$ cat config.mk
export PLATFORM = sky130hd
export DESIGN_NAME = signed_mul_seq
export DESIGN_NICKNAME = d
export VERILOG_FILES = /design/src/rtl/signed_mul_seq.sv
export SDC_FILE = /design/constraint.sdc
export NUM_CORES = 1
export LEC_CHECK = 0
export BUFFER_PORTS_ARGS = -buffer_cell sky130_fd_sc_hd__buf_2
export CAP_MARGIN = 20
export CORE_ASPECT_RATIO = 0.5
export CORE_MARGIN = 2
export CORE_UTILIZATION = 38
export CTS_CLUSTER_DIAMETER = 120
export DETAILED_ROUTE_END_ITERATION = 16
export PLACE_DENSITY = 0.64
export SLEW_MARGIN = 20
export SYNTH_ARGS = -nofsm -noshare
export SYNTH_HDL_FRONTEND = slang
export SYNTH_SLANG_ARGS = --single-unit
$ cat constraint.sdc
create_clock -name clk -period 7.7 [get_ports clk]
set_input_delay 0.77 -clock clk [delete_from_list [all_inputs] [get_ports clk]]
set_output_delay 0.77 -clock clk [all_outputs]
set_load 0.01 [all_outputs]
$ cat src/rtl/signed_mul_seq.sv
// Sequential radix-2 Booth signed multiplier with a start/busy/done handshake.
// Optional fused addend (product = A*B + addend) is enabled by defining MUL_ADDEND_EN.
module signed_mul_seq #(
  parameter int WIDTH = 16
) (
  input  logic                 clk,
  input  logic                 rst_n,
  input  logic                 start,
  input  logic [WIDTH-1:0]     multiplicand,
  input  logic [WIDTH-1:0]     multiplier,
  input  logic [WIDTH-1:0]     addend,
  output logic                 busy,
  output logic                 done,
  output logic [2*WIDTH-1:0]   product,
  output logic                 ovf
);

  localparam int CW = $clog2(WIDTH);
  localparam logic [CW-1:0] LAST = CW'(WIDTH - 1);

  typedef enum logic [1:0] {
    IDLE,
    RUN,
    DONE
  } state_t;

  state_t             state;
  logic [WIDTH-1:0]   a_reg;
  logic [WIDTH:0]     acc;
  logic [WIDTH-1:0]   b_shift;
  logic               q_m1;
  logic [CW-1:0]      count;

  logic [WIDTH:0]     ext_a;
  logic [WIDTH:0]     sum;
  logic [WIDTH:0]     acc_next;
  logic [WIDTH-1:0]   b_next;
  logic               q_next;
  logic [2*WIDTH-1:0] raw;
  logic [2*WIDTH-1:0] result;
  logic [WIDTH:0]     result_top;
  logic               result_ovf;

`ifdef MUL_ADDEND_EN
  logic [WIDTH-1:0]   addend_reg;
`else
  logic               unused_addend;
  assign unused_addend = ^addend;
`endif

  // acc carries one guard bit so that subtracting -2^(WIDTH-1) cannot wrap
  assign ext_a = {a_reg[WIDTH-1], a_reg};

  always_comb begin
    sum = acc;
    case ({b_shift[0], q_m1})
      2'b01:   sum = acc + ext_a;
      2'b10:   sum = acc - ext_a;
      default: sum = acc;
    endcase
  end

  // Arithmetic right shift of the whole {acc, b_shift, q_m1} register
  assign acc_next = {sum[WIDTH], sum[WIDTH:1]};
  assign b_next   = {sum[0], b_shift[WIDTH-1:1]};
  assign q_next   = b_shift[0];
  assign raw      = {acc_next[WIDTH-1:0], b_next};

  always_comb begin
`ifdef MUL_ADDEND_EN
    result = raw + {{WIDTH{addend_reg[WIDTH-1]}}, addend_reg};
`else
    result = raw;
`endif
  end

  assign result_top = result[2*WIDTH-1:WIDTH-1];
  assign result_ovf = ~((&result_top) | ~(|result_top));

  always_ff @(posedge clk or negedge rst_n) begin
    if (!rst_n) begin
      state   <= IDLE;
      a_reg   <= '0;
      acc     <= '0;
      b_shift <= '0;
      q_m1    <= 1'b0;
      count   <= '0;
      busy    <= 1'b0;
      done    <= 1'b0;
      product <= '0;
      ovf     <= 1'b0;
`ifdef MUL_ADDEND_EN
      addend_reg <= '0;
`endif
    end else begin
      done <= 1'b0;
      case (state)
        IDLE, DONE: begin
          if (start) begin
            a_reg   <= multiplicand;
            b_shift <= multiplier;
            acc     <= '0;
            q_m1    <= 1'b0;
            count   <= '0;
            busy    <= 1'b1;
            state   <= RUN;
`ifdef MUL_ADDEND_EN
            addend_reg <= addend;
`endif
          end else begin
            state <= IDLE;
          end
        end
        RUN: begin
          acc     <= acc_next;
          b_shift <= b_next;
          q_m1    <= q_next;
          if (count == LAST) begin
            product <= result;
            ovf     <= result_ovf;
            count   <= '0;
            busy    <= 1'b0;
            done    <= 1'b1;
            state   <= DONE;
          end else begin
            count <= count + CW'(1);
          end
        end
        default: begin
          busy  <= 1'b0;
          state <= IDLE;
        end
      endcase
    end
  end

endmodule

Word-level counts from Yosys, hierarchy flattened

Cells that the tools add are included.

Register bits: 91
Logic and storage cells: 50

Add/sub/neg operators: 3
Reduce and logical (&&, ||, !) cells: 9
Equality and inequality tests: 7
Bitwise logic cells: 3
Multiplexer cells: 18

Operators by type and width:

| operator            | number |
|---|---|
| $pmux 17 s2         | 2 |
| $pmux 16 s2         | 1 |
| $add 17x17->17      | 1 |
| $mux 17             | 1 |
| $reduce_and 17->1   | 1 |
| $reduce_or 17->1    | 1 |
| $sub 17x17->17      | 1 |
| $mux 16             | 1 |
| $mux 4              | 2 |
| $pmux 4 s2          | 1 |
| $reduce_and 2->1    | 4 |
| $mux 1              | 6 |
| $add 4x1->4 const B | 1 |
| $eq 2x1->1 const B  | 2 |
| $eq 2x2->1 const B  | 2 |
| $eq 4x4->1 const B  | 1 |
| $ne 2x2->1 const B  | 2 |
| $pmux 1 s2          | 2 |
| $pmux 2 s2          | 1 |
| $logic_not 2->1     | 1 |
| $mux 2              | 1 |
| $not 1->1           | 2 |
| $reduce_bool 2->1   | 1 |
| $reduce_or 2->1     | 1 |
| $or 1x1->1          | 1 |

Depth between registers and ports, before layout

Depth after elaboration: 6
Mapped depth: 17
Mapped depth without buffers: 15

Worst setup path before layout

No wires, ideal clock.

Path kind: flip-flop to flip-flop
Start: register a_reg[4]
End: register ovf
Arrival time: 3.981 ns
Data required time: 7.575 ns
Path buffers: 0
Slack: 3.594 ns
Cell stages (with the launch flop): 16
Cell sequence: dfrtp_1 or3_1 nor4b_4 and2_1 a31oi_1 xnor2_1 ha_1 a211oi_2 o2111ai_1 or3_1 a31oi_1 a211oi_1 or4_1 or4b_1 nor4_2 nor3_1

Cells in the longest elaborated chain, start to end: 6

Ends and longest elaborated chain:

| item                                                    | RTL line | RTL |
|---|---|---|
| start, declared                                         | 28       | `logic [WIDTH-1:0] a_reg;` |
| start signal, assigned                                  | 100      | `a_reg <= multiplicand;` |
| $sub 17x17->17 / $add 17x17->17 (equally long branches) | 58, 57   |  |
| $pmux 17 s2 (*)                                         | 56       | `case ({b_shift[0], q_m1})` |
| $reduce_or 17->1                                        | 78       | `assign result_ovf = ~((&result_top) \| ~(\|result_top));` |
| $not 1->1                                               | 78       |  |
| $or 1x1->1 (*)                                          | 78       |  |
| $not 1->1 (*)                                           | 78       |  |
| end signal, assigned                                    | 120      | `ovf <= result_ovf;` |
| end, declared                                           | 15       | `output logic ovf` |

Every way passes the cells marked *; elsewhere a longest branch is shown, timed or not.
A chain may end at the register's enable or synchronous reset.

Worst setup path in the final report

Ends and elaborated chain as after synthesis.

==> run metrics <==
outcome completed; Setup Crit Path Kind flip-flop to flip-flop; slew at the pin with the worst max-slew slack 0.996 ns; chip width 166 um; Clock Path Buffers 2; max reg flops 32; minimum clock period 4.59 ns; fraction of layout cells with a size suffix above 1 0.154; filler cell count 1247; R2R Path End ovf$_DFFE_PN0P_; Most used DFF post-synth dfrtp_1; CTS root buf clkbuf_16; gr ovfl total 0; Avg Cell Area, Syn 8.46 um^2; worst path arrival time 4.82 ns; clock slew seen by the registers of the worst setup and hold paths 0.06 ns; setup total negative slack 0 ns; Die ar. 0.0142 mm^2; Post-synth EDFFs 0; # IOs 86; Hold Violations, Final 0; CP cell instances or3_1 > nor4b_4 > and2_1 > nor2_1 > xnor2_1 > ha_1 > nor4_1 > o21ai_0 > a31o_2 > a31o_2 > a211oi_1 > and4_1 > and4_1 > and4_1 > nor3_1; GR Util All Layers 0.176; total CTS buffers 9; Antenna Nets Post-Route 0; reg2reg setup slack 3.11 ns; Vias/cell 5.31; Max Transition Viols Final 0; Netlist cell types 55; core area 0.0128 mm^2; largest net degree at the start of global routing 61; period utilisation layout 0.597; final wirelength 12.2 mm; final setup violation count 0; Post-Syn Area 0.00501 mm^2; worst r2r path cells 15; GPL Wtd Cong 0.862; Worst Setup SP a_reg[4]$_DFFE_PN0P_; unrepaired setup endpoints after global routing no; Min-Delay Path Class input port to asynchronous set/reset pin; clock skew 0.00783 ns; r2r startpoint a_reg[4]$_DFFE_PN0P_; H-tree depth 3; post-CTS setup buffer count 0; fraction of registers with async set or reset after synthesis 1.00; Crit path max-delay family simple AND/OR/NAND/NOR gates; drt wl/cell 14.9 um; max cap viols 0; first-pass GRT wire length 20.4 mm; synthesized instance count 592; syn nets 663; peak fanout along the critical path 9; CTS tree built; number of gates resized after CTS 0; clock sinks 90; sequential fraction of the synthesis area 0.450; number of global-route vias before repair 4071; initial core utilization 0.392; CP Capture Type flip-flop; Critical-path top delay cell nor4_1; initial detailed-routing violation count 280; largest reg by FF count product; Most common cell on crit path and4_1; # port buffers 69; hpwl dp 8.53 mm; CTS hold repair buffers 0; fmax 218 MHz; yosys warns 0; synthesized flop and latch total 90; CP max stage delay 0.56 ns; height of the die 85.2 um; number of diodes 0; DR vias 4344; Residual DRC 0; Setup crit start kind flip-flop; Worst EP required 7.92 ns; WP buf/inv 0; Pre-antenna DRT Iters 4; clk_lat worst skew 0.34 ns; Placement Rows 29; antenna violations before repair 0; worst relative slew slack 0.335; Final #Nets 715; synth-to-layout area growth 15.6%
## area by class of cell
type                            instances  area [um^2]  area share
Inverter                               16         60.1      0.0104
Clock inverter                          5         80.1      0.0138
Tap cell                              170          213      0.0367
Clock buffer                           10          229      0.0396
Multi-Input combinational cell        455         2580       0.447
Timing Repair Buffer                   72          370      0.0640
Sequential cell                        90         2250       0.389
## kinds of logic (layout without fill, tap and decap cells)
group / Yosys count / after routing / share of synthesized area
adders and majority gates: 20 / 20 / 0.0514
DFF: 90 / 90 / 0.450
buffers and inverters: 47 / 103 / 0.0360
AOI/OAI and AO/OA: 142 / 142 / 0.182
and+or+nand+nor: 270 / 270 / 0.239
xor gates and xnor gates: 17 / 17 / 0.0297
muxes: 6 / 6 / 0.0125
## synth_stat cells, types with 4 or more instances
cell type    n  area, um^2
nand3_1      6        30.0
nor2_1      41         154
a21o_1       8        60.1
a31oi_1     22         138
mux2i_1      4        40.0
nor3b_1      4        30.0
inv_1       14        52.6
ha_1        19         238
o21ai_0     52         260
nand2_1    168         631
xnor2_1     16         140
a22o_1       5        43.8
clkbuf_1    27         101
dfrtp_1     90        2250
a211oi_1     6        45.0
nor3_1      14        70.1
nor4_1       4        25.0
or4_1        4        30.0
a21oi_1     14        70.1
nor2b_1      5        31.3
o21a_1       5        37.5
nand2b_1     4        25.0
o31a_1       5        43.8
## worst max path at each step
stage	endpoint	slack, ns	cells past startpoint
after floorplan	ovf$_DFFE_PN0P_	3.59	15
after global placement	ovf$_DFFE_PN0P_	3.15	15
after detailed placement	ovf$_DFFE_PN0P_	3.15	15
after CTS	ovf$_DFFE_PN0P_	3.12	15
after global routing	ovf$_DFFE_PN0P_	2.89	15
final	ovf$_DFFE_PN0P_	3.11	15
## per-layer routing
layer  vias up  GRT usage  wire, um
met5         -          0         0
met4         0     0.0556       158
met3        15     0.0340       540
met2        99      0.267      5450
met1      2075      0.256      6000
li1       2155          -         -
## metrics by stage
stage | worst slack, ns | instance area, um^2 | hold slack (ns) | cells | util
after floorplan | 3.59 | 5010 | 0.451 | 592 | -
after global placement | 3.15 | 5480 | 0.455 | 803 | 0.429
after detailed placement | 3.15 | 5480 | 0.456 | 803 | 0.429
after CTS | 3.12 | 5790 | 0.368 | 818 | 0.453
after global routing | 2.89 | 5790 | 0.390 | 818 | 0.453
final | 3.11 | 5790 | 0.361 | 818 | 0.453
## layout by cell type, fill, tap and decap left out, types with 3 or more instances in the layout
master     Yosys  final
nand2_1      168    168
dfrtp_1       90     90
buf_2          2     68
o21ai_0       52     52
nor2_1        41     40
a31oi_1       22     22
ha_1          19     19
xnor2_1       16     16
inv_1         14     14
nor3_1        14     14
a21oi_1       14     14
clkbuf_16      0      9
a21o_1         8      8
nand3_1        6      6
a211oi_1       6      6
o31a_1         5      5
a22o_1         5      5
o21a_1         5      5
or4_1          4      4
nor2b_1        5      4
nor4_1         4      4
nor3b_1        4      4
mux2i_1        4      4
buf_4          0      4
nand2b_1       4      3
o211a_1        3      3
o211ai_1       3      3
o31ai_1        3      3
and4_1         3      3
Power is left out: the tool's default activity adds up to more than one toggle a clock period on the data nets, which glitch-free logic cannot reach.
